File: config.mk
export PLATFORM = sky130hd
export DESIGN_NAME = stream_arbiter_qos_rr
export DESIGN_NICKNAME = d
export VERILOG_FILES = /design/src/rtl/stream_arbiter_qos_rr.sv
export SDC_FILE = /design/constraint.sdc
export NUM_CORES = 1
export LEC_CHECK = 0
export BUFFER_PORTS_ARGS = -buffer_cell sky130_fd_sc_hd__buf_2
export CORE_MARGIN = 10
export CORE_UTILIZATION = 50
export CTS_CLUSTER_SIZE = 10
export DETAILED_ROUTE_END_ITERATION = 16
export PLACE_DENSITY = 0.82
export SYNTH_ARGS = -nofsm -noshare
export SYNTH_HDL_FRONTEND = slang
export SYNTH_SLANG_ARGS = --single-unit
File: constraint.sdc
create_clock -name clk -period 7.6 [get_ports clk]
set_clock_uncertainty 0.05 [all_clocks]
set_input_delay 1.52 -clock clk [delete_from_list [all_inputs] [get_ports clk]]
set_output_delay 1.52 -clock clk [all_outputs]
set_load 0.02 [all_outputs]
File: src/rtl/stream_arbiter_qos_rr.sv
// stream_arbiter_qos_rr: packet-level N:1 valid/ready stream arbiter.
// QoS priority, round-robin tie-break, aging boost, registered output stage.
//
// Ports:
//   clk, rst_n          clock, async active-low reset
//   s_data_i[N]         per-stream data
//   s_qos_i[N]          per-stream QoS, sampled when a packet is granted
//   s_last_i[N]         per-stream last-beat flag
//   s_valid_i[N]        per-stream valid
//   s_ready_o[N]        per-stream ready, at most one bit high
//   m_data_o            output data
//   m_qos_o             QoS of the packet in flight
//   m_id_o              source stream index of the packet in flight
//   m_last_o            output last-beat flag
//   m_valid_o           output valid
//   m_ready_i           downstream ready
module stream_arbiter_qos_rr #(
    parameter int T_DATA_WIDTH = 8,
    parameter int T_QOS__WIDTH = 4,
    parameter int STREAM_COUNT = 4,
    parameter int AGE_LIMIT    = 8,
    localparam int T_ID___WIDTH = $clog2(STREAM_COUNT)
) (
    input  logic                    clk,
    input  logic                    rst_n,
    input  logic [T_DATA_WIDTH-1:0] s_data_i [STREAM_COUNT],
    input  logic [T_QOS__WIDTH-1:0] s_qos_i  [STREAM_COUNT],
    input  logic [STREAM_COUNT-1:0] s_last_i,
    input  logic [STREAM_COUNT-1:0] s_valid_i,
    output logic [STREAM_COUNT-1:0] s_ready_o,
    output logic [T_DATA_WIDTH-1:0] m_data_o,
    output logic [T_QOS__WIDTH-1:0] m_qos_o,
    output logic [T_ID___WIDTH-1:0] m_id_o,
    output logic                    m_last_o,
    output logic                    m_valid_o,
    input  logic                    m_ready_i
);

    localparam int AGE_W = (AGE_LIMIT < 2) ? 1 : $clog2(AGE_LIMIT + 1);
    localparam logic [AGE_W-1:0] AGE_MAX = AGE_W'(AGE_LIMIT);
    localparam int PW = T_QOS__WIDTH + 1;

    typedef enum logic {
        IDLE,
        BUSY
    } state_t;

    state_t                  state_q;
    logic [T_ID___WIDTH-1:0] gnt_q;
    logic [T_QOS__WIDTH-1:0] gnt_qos_q;
    logic [T_ID___WIDTH-1:0] rr_ptr_q;
    logic [AGE_W-1:0]        age_q [STREAM_COUNT];

    logic [T_DATA_WIDTH-1:0] m_data_q;
    logic [T_QOS__WIDTH-1:0] m_qos_q;
    logic [T_ID___WIDTH-1:0] m_id_q;
    logic                    m_last_q;
    logic                    m_valid_q;

    logic [T_ID___WIDTH-1:0] cand [STREAM_COUNT];
    logic [PW-1:0]           prio [STREAM_COUNT];
    logic [STREAM_COUNT-1:0] aged;
    logic [T_ID___WIDTH-1:0] gnt_d;
    logic [PW-1:0]           best_prio;
    logic                    found;
    logic                    out_free;
    logic                    beat_acc;

    // (base + k) mod STREAM_COUNT, valid for base < STREAM_COUNT and k <= STREAM_COUNT
    function automatic logic [T_ID___WIDTH-1:0] rot_idx(
        input logic [T_ID___WIDTH-1:0] base,
        input int                      k
    );
        int sum;
        sum = int'(base) + k;
        if (sum >= STREAM_COUNT) begin
            sum = sum - STREAM_COUNT;
        end
        return T_ID___WIDTH'(sum);
    endfunction

    always_comb begin
        for (int i = 0; i < STREAM_COUNT; i++) begin
            aged[i] = (AGE_LIMIT != 0) && (age_q[i] == AGE_MAX);
        end
    end

    // Candidates in cyclic order starting at rr_ptr; the scan keeps the
    // first of equal-priority streams, which gives the round-robin tie-break.
    always_comb begin
        for (int k = 0; k < STREAM_COUNT; k++) begin
            cand[k] = rot_idx(rr_ptr_q, k);
            prio[k] = {aged[cand[k]], s_qos_i[cand[k]]};
        end
    end

    always_comb begin
        found     = 1'b0;
        gnt_d     = rr_ptr_q;
        best_prio = '0;
        for (int k = 0; k < STREAM_COUNT; k++) begin
            if (s_valid_i[cand[k]] && (!found || prio[k] > best_prio)) begin
                found     = 1'b1;
                gnt_d     = cand[k];
                best_prio = prio[k];
            end
        end
    end

    // Output register can take a beat when empty or draining this cycle.
    assign out_free = !m_valid_q || m_ready_i;

    always_comb begin
        s_ready_o = '0;
        if (state_q == BUSY) begin
            s_ready_o[gnt_q] = out_free;
        end
    end

    assign beat_acc = (state_q == BUSY) && s_valid_i[gnt_q] && out_free;

    always_ff @(posedge clk or negedge rst_n) begin
        if (!rst_n) begin
            state_q   <= IDLE;
            gnt_q     <= '0;
            gnt_qos_q <= '0;
            rr_ptr_q  <= '0;
            for (int i = 0; i < STREAM_COUNT; i++) begin
                age_q[i] <= '0;
            end
            m_data_q  <= '0;
            m_qos_q   <= '0;
            m_id_q    <= '0;
            m_last_q  <= 1'b0;
            m_valid_q <= 1'b0;
        end else begin
            unique case (state_q)
                IDLE: begin
                    if (|s_valid_i) begin
                        state_q   <= BUSY;
                        gnt_q     <= gnt_d;
                        gnt_qos_q <= s_qos_i[gnt_d];
                        rr_ptr_q  <= rot_idx(gnt_d, 1);
                        for (int i = 0; i < STREAM_COUNT; i++) begin
                            if (T_ID___WIDTH'(i) == gnt_d) begin
                                age_q[i] <= '0;
                            end else if (s_valid_i[i] && age_q[i] != AGE_MAX) begin
                                age_q[i] <= age_q[i] + 1'b1;
                            end
                        end
                    end
                end
                BUSY: begin
                    if (beat_acc && s_last_i[gnt_q]) begin
                        state_q <= IDLE;
                    end
                end
            endcase

            if (beat_acc) begin
                m_data_q  <= s_data_i[gnt_q];
                m_last_q  <= s_last_i[gnt_q];
                m_qos_q   <= gnt_qos_q;
                m_id_q    <= gnt_q;
                m_valid_q <= 1'b1;
            end else if (m_ready_i) begin
                m_valid_q <= 1'b0;
            end
        end
    end

    assign m_data_o  = m_data_q;
    assign m_qos_o   = m_qos_q;
    assign m_id_o    = m_id_q;
    assign m_last_o  = m_last_q;
    assign m_valid_o = m_valid_q;

endmodule

== After elaboration in Yosys (flattened, before gate mapping) ==
Index checks and enable logic that the tools add are counted.
Cells by class
  bitwise logic cells: 8
  eq/ne operators: 11
  add/sub/neg operators: 13
  magnitude comparators: 20
  multiplexer cells: 69
  reductions and logical operators: 31
Operator list (number)
  2-to-1 mux 4 bit: 19
  binary-select mux 4 bit (select 2 bit): 5
  greater-or-equal comparator 3 bit, second input constant: 10
  binary-select mux 1 bit (select 2 bit): 10
  2-to-1 mux 1 bit: 18
  2-to-1 mux 2 bit: 9
  inverter 2 -> 3 bit: 6
  adder 4 x 1 -> 4 bit, second input constant: 4
  binary-select mux 8 bit (select 2 bit): 1
  equality test 4 bit, second input constant: 4
  2-to-1 mux 8 bit: 2
  != test 4 bit, second input constant: 4
  > comparator 5 bit: 3
  less-than comparator 2 x 3 -> 1 bit, second input constant: 5
  2-to-1 mux 5 bit: 3
  AND reduction 3 bit: 4
  logical AND 1 bit: 11
  nonzero test 2 bit: 5
  subtractor 2 x 1 -> 2 bit, second input constant: 5
  adder 2 x 1 -> 3 bit, second input constant: 2
  adder 2 x 2 -> 3 bit, second input constant: 2
  AND 4 bit: 1
  equality test 2 bit, first input constant: 2
  logical NOT 1 bit: 4
  other kinds (10): 13
Word-level totals
  word-level logic and storage cells: 165
  register bits after elaboration: 41
  input bits: 59
  output and inout port bits: 20

== Longest topological paths before layout ==
  depth in word-level cells: 23
  depth in mapped cells: 35

== Worst setup path after synthesis ==
Ideal clock, no wire load.
  path kind: input port to flip-flop
  from: input s_valid_i[1]
  to: register age_q[1] (netlist name)
  arrival: 6793 ps
  library setup time: 120 ps
  path buffers: 2
  cell stages on the path: 27
  setup slack: 637 ps
  path through: buf_2 -> mux4_2 -> nand3_1 -> ha_1 -> nand4_1 -> o221a_2 -> o21a_1 -> nor2b_1 -> buf_2 -> mux2_2 -> ha_1 -> a21oi_1 -> o21ai_1 -> a211oi_1 -> a211o_4 -> nor2_1 -> a21o_1 -> ha_1 -> nor2b_1 -> o21ai_0 -> a21oi_1 -> nand2b_1 -> a22o_4 -> xnor2_4 -> ha_1 -> a211oi_1 -> a31o_2
On the way
  longest elaborated chain between the ends: 18
  elaborated cells on any way between the ends: 35
  those cells by class: order compare: 3; eq/ne: 1; mux: 19; reduce/logical: 12
Ends and longest elaborated chain
  start: declaration: line 29  | input logic [STREAM_COUNT-1:0] s_valid_i,
  binary-select mux 1 bit (select 2 bit): line 102  | if (s_valid_i[cand[k]] && (!found || prio[k] > best_prio)) begin
  2-to-1 mux 1 bit (implied by the code): line 102
  2-to-1 mux 5 bit or 2-to-1 mux 1 bit (tied branches): line 102
  > comparator 5 bit or logical NOT 1 bit (tied branches): line 102
  logical OR 1 bit: line 102
  logical AND 1 bit: line 102
  2-to-1 mux 5 bit or 2-to-1 mux 1 bit (tied branches): line 102
  > comparator 5 bit or logical NOT 1 bit (tied branches): line 102
  (+3 left out)
  > comparator 5 bit or logical NOT 1 bit (tied branches): line 102
  logical OR 1 bit: line 102
  logical AND 1 bit: line 102
  2-to-1 mux 2 bit (*): line 102
  net gnt_d[0]: line 63  | logic [T_ID___WIDTH-1:0] gnt_d;
  equality test 2 bit (*): line 145  | if (T_ID___WIDTH'(i) == gnt_d) begin
  nonzero test 2 bit (no source line)
  AND reduction 3 bit (no source line)
  end signal: indexed assignment: line 148  | age_q[i] <= age_q[i] + 1'b1;
  end: declaration: line 52  | logic [AGE_W-1:0] age_q [STREAM_COUNT];
Mark *: on every way through the listed nets, which the timed path passes. The rest lies on a longest branch. The select of a mux whose other input is x is not followed.
A chain may end at the register's enable or synchronous reset.

== Final worst setup path ==
  from: input s_valid_i[2]
  to: register age_q[1] (netlist name)
The elaborated chain is that of the path after synthesis.

==> impl_metrics.csv <==
group,metric,value,unit
die,start_util,51.7,%
hold_path,min_from,"m_last_o",
drt,via_count,2958,
die,num_rows,30,
synth,syn-mean-instance-area,10.1,um2
worst_setup_path,critical_path.n_buffers_inverters,2,
clock_network,worstSkewPairLatency,300,ps
finish,antenna_cells,0,
synth,yosys_warnings,0,
timing,grt_setup_unrepaired,"no",
worst_setup_path,reg2reg_from,"rr_ptr_q[1]",
timing,tightest_slew,1070,ps
synth,syn_inst,349,
drt,vias_per_cell,5.74,
timing,fin_crit_sh,92.3,%
synth,synth_top_cell_by_area,"dfrtp_1",
timing,finalMaxSlewViolations,0,
clock_network,cts_resized,0,
synth,synth_ff_type,"dfrtp_1",
grt,gr-total-overflow,0,
clock_network,cts_buffer_depth,2,
die,die_x,104,um
synth,synth_top_area_share,29.1,%
die,core,6830,um2
finish,syn2layout_area_growth,16.1,%
worst_setup_path,ff2ff_path_depth,27,
synth,synthTopCellsByArea,"dfrtp_1 29%, mux4_2 15%, ha_1 9.6%, mux2_2 5.4%, mux2i_1 5.4%",
hold_path,hold_depth,2,
worst_setup_path,rrSetupSlack,760,ps
worst_setup_path,critical_path_required,7740,ps
clock_network,cts-root-buf,"clkbuf_8",
drt,remaining_drc_errors,0,
timing,fin_crit,7020,ps
worst_setup_path,cp-start-kind,"input pin",
die,dieArea,10800,um2
flow_run,max_cap_viol_count,0,
place,dpl.hpwl,6990,um
hold_path,hold_path_class,"register to register",
place,numPortBuffers,78,
worst_setup_path,cp_slowest_cell,"mux4_2",
worst_setup_path,cp_max_fo,12,
timing,hold_viol,0,
synth,ys_seq_elements,41,
clock_network,numCtsBuffers,5,
worst_setup_path,max_stage_delay,550,ps
clock_network,clkTransAtPathRegs,80,ps
grt,grt_pass1_vias,3032,
drt,firstDrtPassIters,4,
grt,grt_pass1_wl,14900,um
timing,finalSetupViolCount,0,
timing,fin_tns_setup,0,ps
worst_setup_path,worst_ep_arrival_time,7150,ps
drt,drtIter0Drc,196,
die,ios,79,
grt,grt_max_degree,42,
die,die_h,104,um
clock_network,hold_buffers,0,
clock_network,cts_tree,"built",
finish,drive_gt1_share,33.7,%
worst_setup_path,worstSetupPathType,"input pin to register",
synth,synth_cell_types,47,
run_status,outcome,"completed",
timing,slew_headroom,28.7,%
grt,grtUsageTotal,16.4,%
finish,final_nets,504,
timing,fmax,142,MHz
worst_setup_path,rr_endpoint,"age_q[1]",
clock_network,htreeDepth,2,
drt,routed_wl,8850,um
synth,syn-num-nets,435,
synth,synth_edf_count,0,
worst_setup_path,cpLargestDelayFamily,"compound AO/OA/AOI/OAI gates",
synth,netlist_area,3530,um2
drt,ant_nets,0,
hold_path,hold_end,"m_last_o",
clock_network,post-cts-setup-buffers,0,
synth,postSynth.asyncResetShare,100,%
worst_setup_path,end_kind,"register",
synth,synth_seq_area_share,29.1,%
grt,antenna_found_initial,0,
clock_network,cts_sinks,41,
place,place_congestion,0.907,
worst_setup_path,crit_path_frequent_cell,"ha_1",
drt,wl_per_cell,17.2,um
-- area by class of cell --
type	instances	area (um2)
clock buffer	7	86.3
fill	588	2740
sequential	41	1030
timing repair buffer	84	435
tap	96	120
clock inverter	1	30.0
inverter	19	71.3
multi-input combinational	267	2330
-- metrics by stage --
step	instances	cell area (um2)	hold slack [ps]	util [%]	setup WS, ps
global placement	507	3980	407	58.3	562
CTS	515	4100	432	60.0	624
detailed placement	507	3980	412	58.3	371
global route	515	4100	463	60.0	50.6
finish	515	4100	429	60.0	582
floorplan	349	3530	402	-	637
-- layer usage --
metal	global-route usage, %	vias up	routed length [um]
li1	-	1427	-
met1	19.7	1465	3630
met2	29.1	51	4780
met3	2.73	15	273
met4	5.17	0	159
met5	0	-	0
-- worst max-delay path by stage --
stage / startpoint / endpoint / slack (ps) / cells after the start
final: s_valid_i[2] / age_q[1] / 580 / 27
after global routing: s_valid_i[2] / gnt_qos_q[2] / 50 / 27
after CTS: s_valid_i[1] / gnt_qos_q[2] / 620 / 27
after detailed placement: s_valid_i[1] / age_q[5] / 370 / 27
after global placement: s_valid_i[1] / gnt_qos_q[2] / 560 / 27
after floorplan: s_valid_i[1] / age_q[1] / 640 / 27
-- cells by family after synthesis --
| kind of cell | after synthesis | share of synthesized area, % |
|---|---|---|
| DFF | 41 | 29.1 |
| muxes | 62 | 26.6 |
| xor gates and xnor gates | 14 | 4.01 |
| adders and majority gates | 27 | 9.57 |
| AOI/OAI and AO/OA | 67 | 13.1 |
| buffers and inverters | 41 | 5.00 |
| and+or+nand+nor | 97 | 12.7 |
-- registers in the layout (all words and copies together), names as in the netlist --
register and count:
m_id_o 2, m_valid_o 1, state_q 1, m_last_o 1
gnt_q 2, gnt_qos_q 4, m_qos_o 4, m_data_o 8
age_q 16, rr_ptr_q 2
-- Yosys cell counts (2+ instances only) --
master	number
buf_2	6
mux2i_1	19
nor3_1	3
o21ai_0	7
o221ai_1	4
nor4_1	3
mux4_2	23
nand3b_1	2
and3b_1	2
clkbuf_1	9
ha_1	27
mux2_1	2
o211ai_1	3
a21oi_1	25
dfrtp_1	41
a31o_2	2
nand4_1	6
nand2_1	45
nor2b_1	2
inv_1	17
o21a_1	4
nand3_1	5
xnor2_1	5
nor3b_1	3
mux2_2	17
a21o_1	5
xor2_1	8
a211oi_1	5
buf_1	5
o21ai_1	3
nand2b_1	5
nor2_1	19
buf_6	2
inv_2	2
-- worst min-delay path, stage by stage, from the launching register on --
cell     delay [ps]
dfrtp_1         340
nand2_1          50
nand2_1          60
-- cell usage in the layout (no fill, tap or decap), types with 2 or more instances in the layout --
master,synthesis,final
buf_2,6,78
nand2_1,45,45
dfrtp_1,41,41
ha_1,27,27
a21oi_1,25,25
mux4_2,23,23
nor2_1,19,19
mux2i_1,19,19
inv_1,17,17
mux2_2,17,17
xor2_1,8,8
o21ai_0,7,7
nand4_1,6,6
clkbuf_8,0,6
buf_4,0,6
nand2b_1,5,5
a21o_1,5,5
a211oi_1,5,5
nand3_1,5,5
xnor2_1,5,5
o21a_1,4,4
o221ai_1,4,4
o211ai_1,3,3
nor4_1,3,3
nor3_1,3,3
o21ai_1,3,3
nor3b_1,3,3
nor2b_1,2,2
nand3b_1,2,2
and3b_1,2,2
mux2_1,2,2
inv_2,2,2
a31o_2,2,2
Power is not shown: default switching activity piles up to over one toggle a cycle in this logic, so the estimate is an artifact.
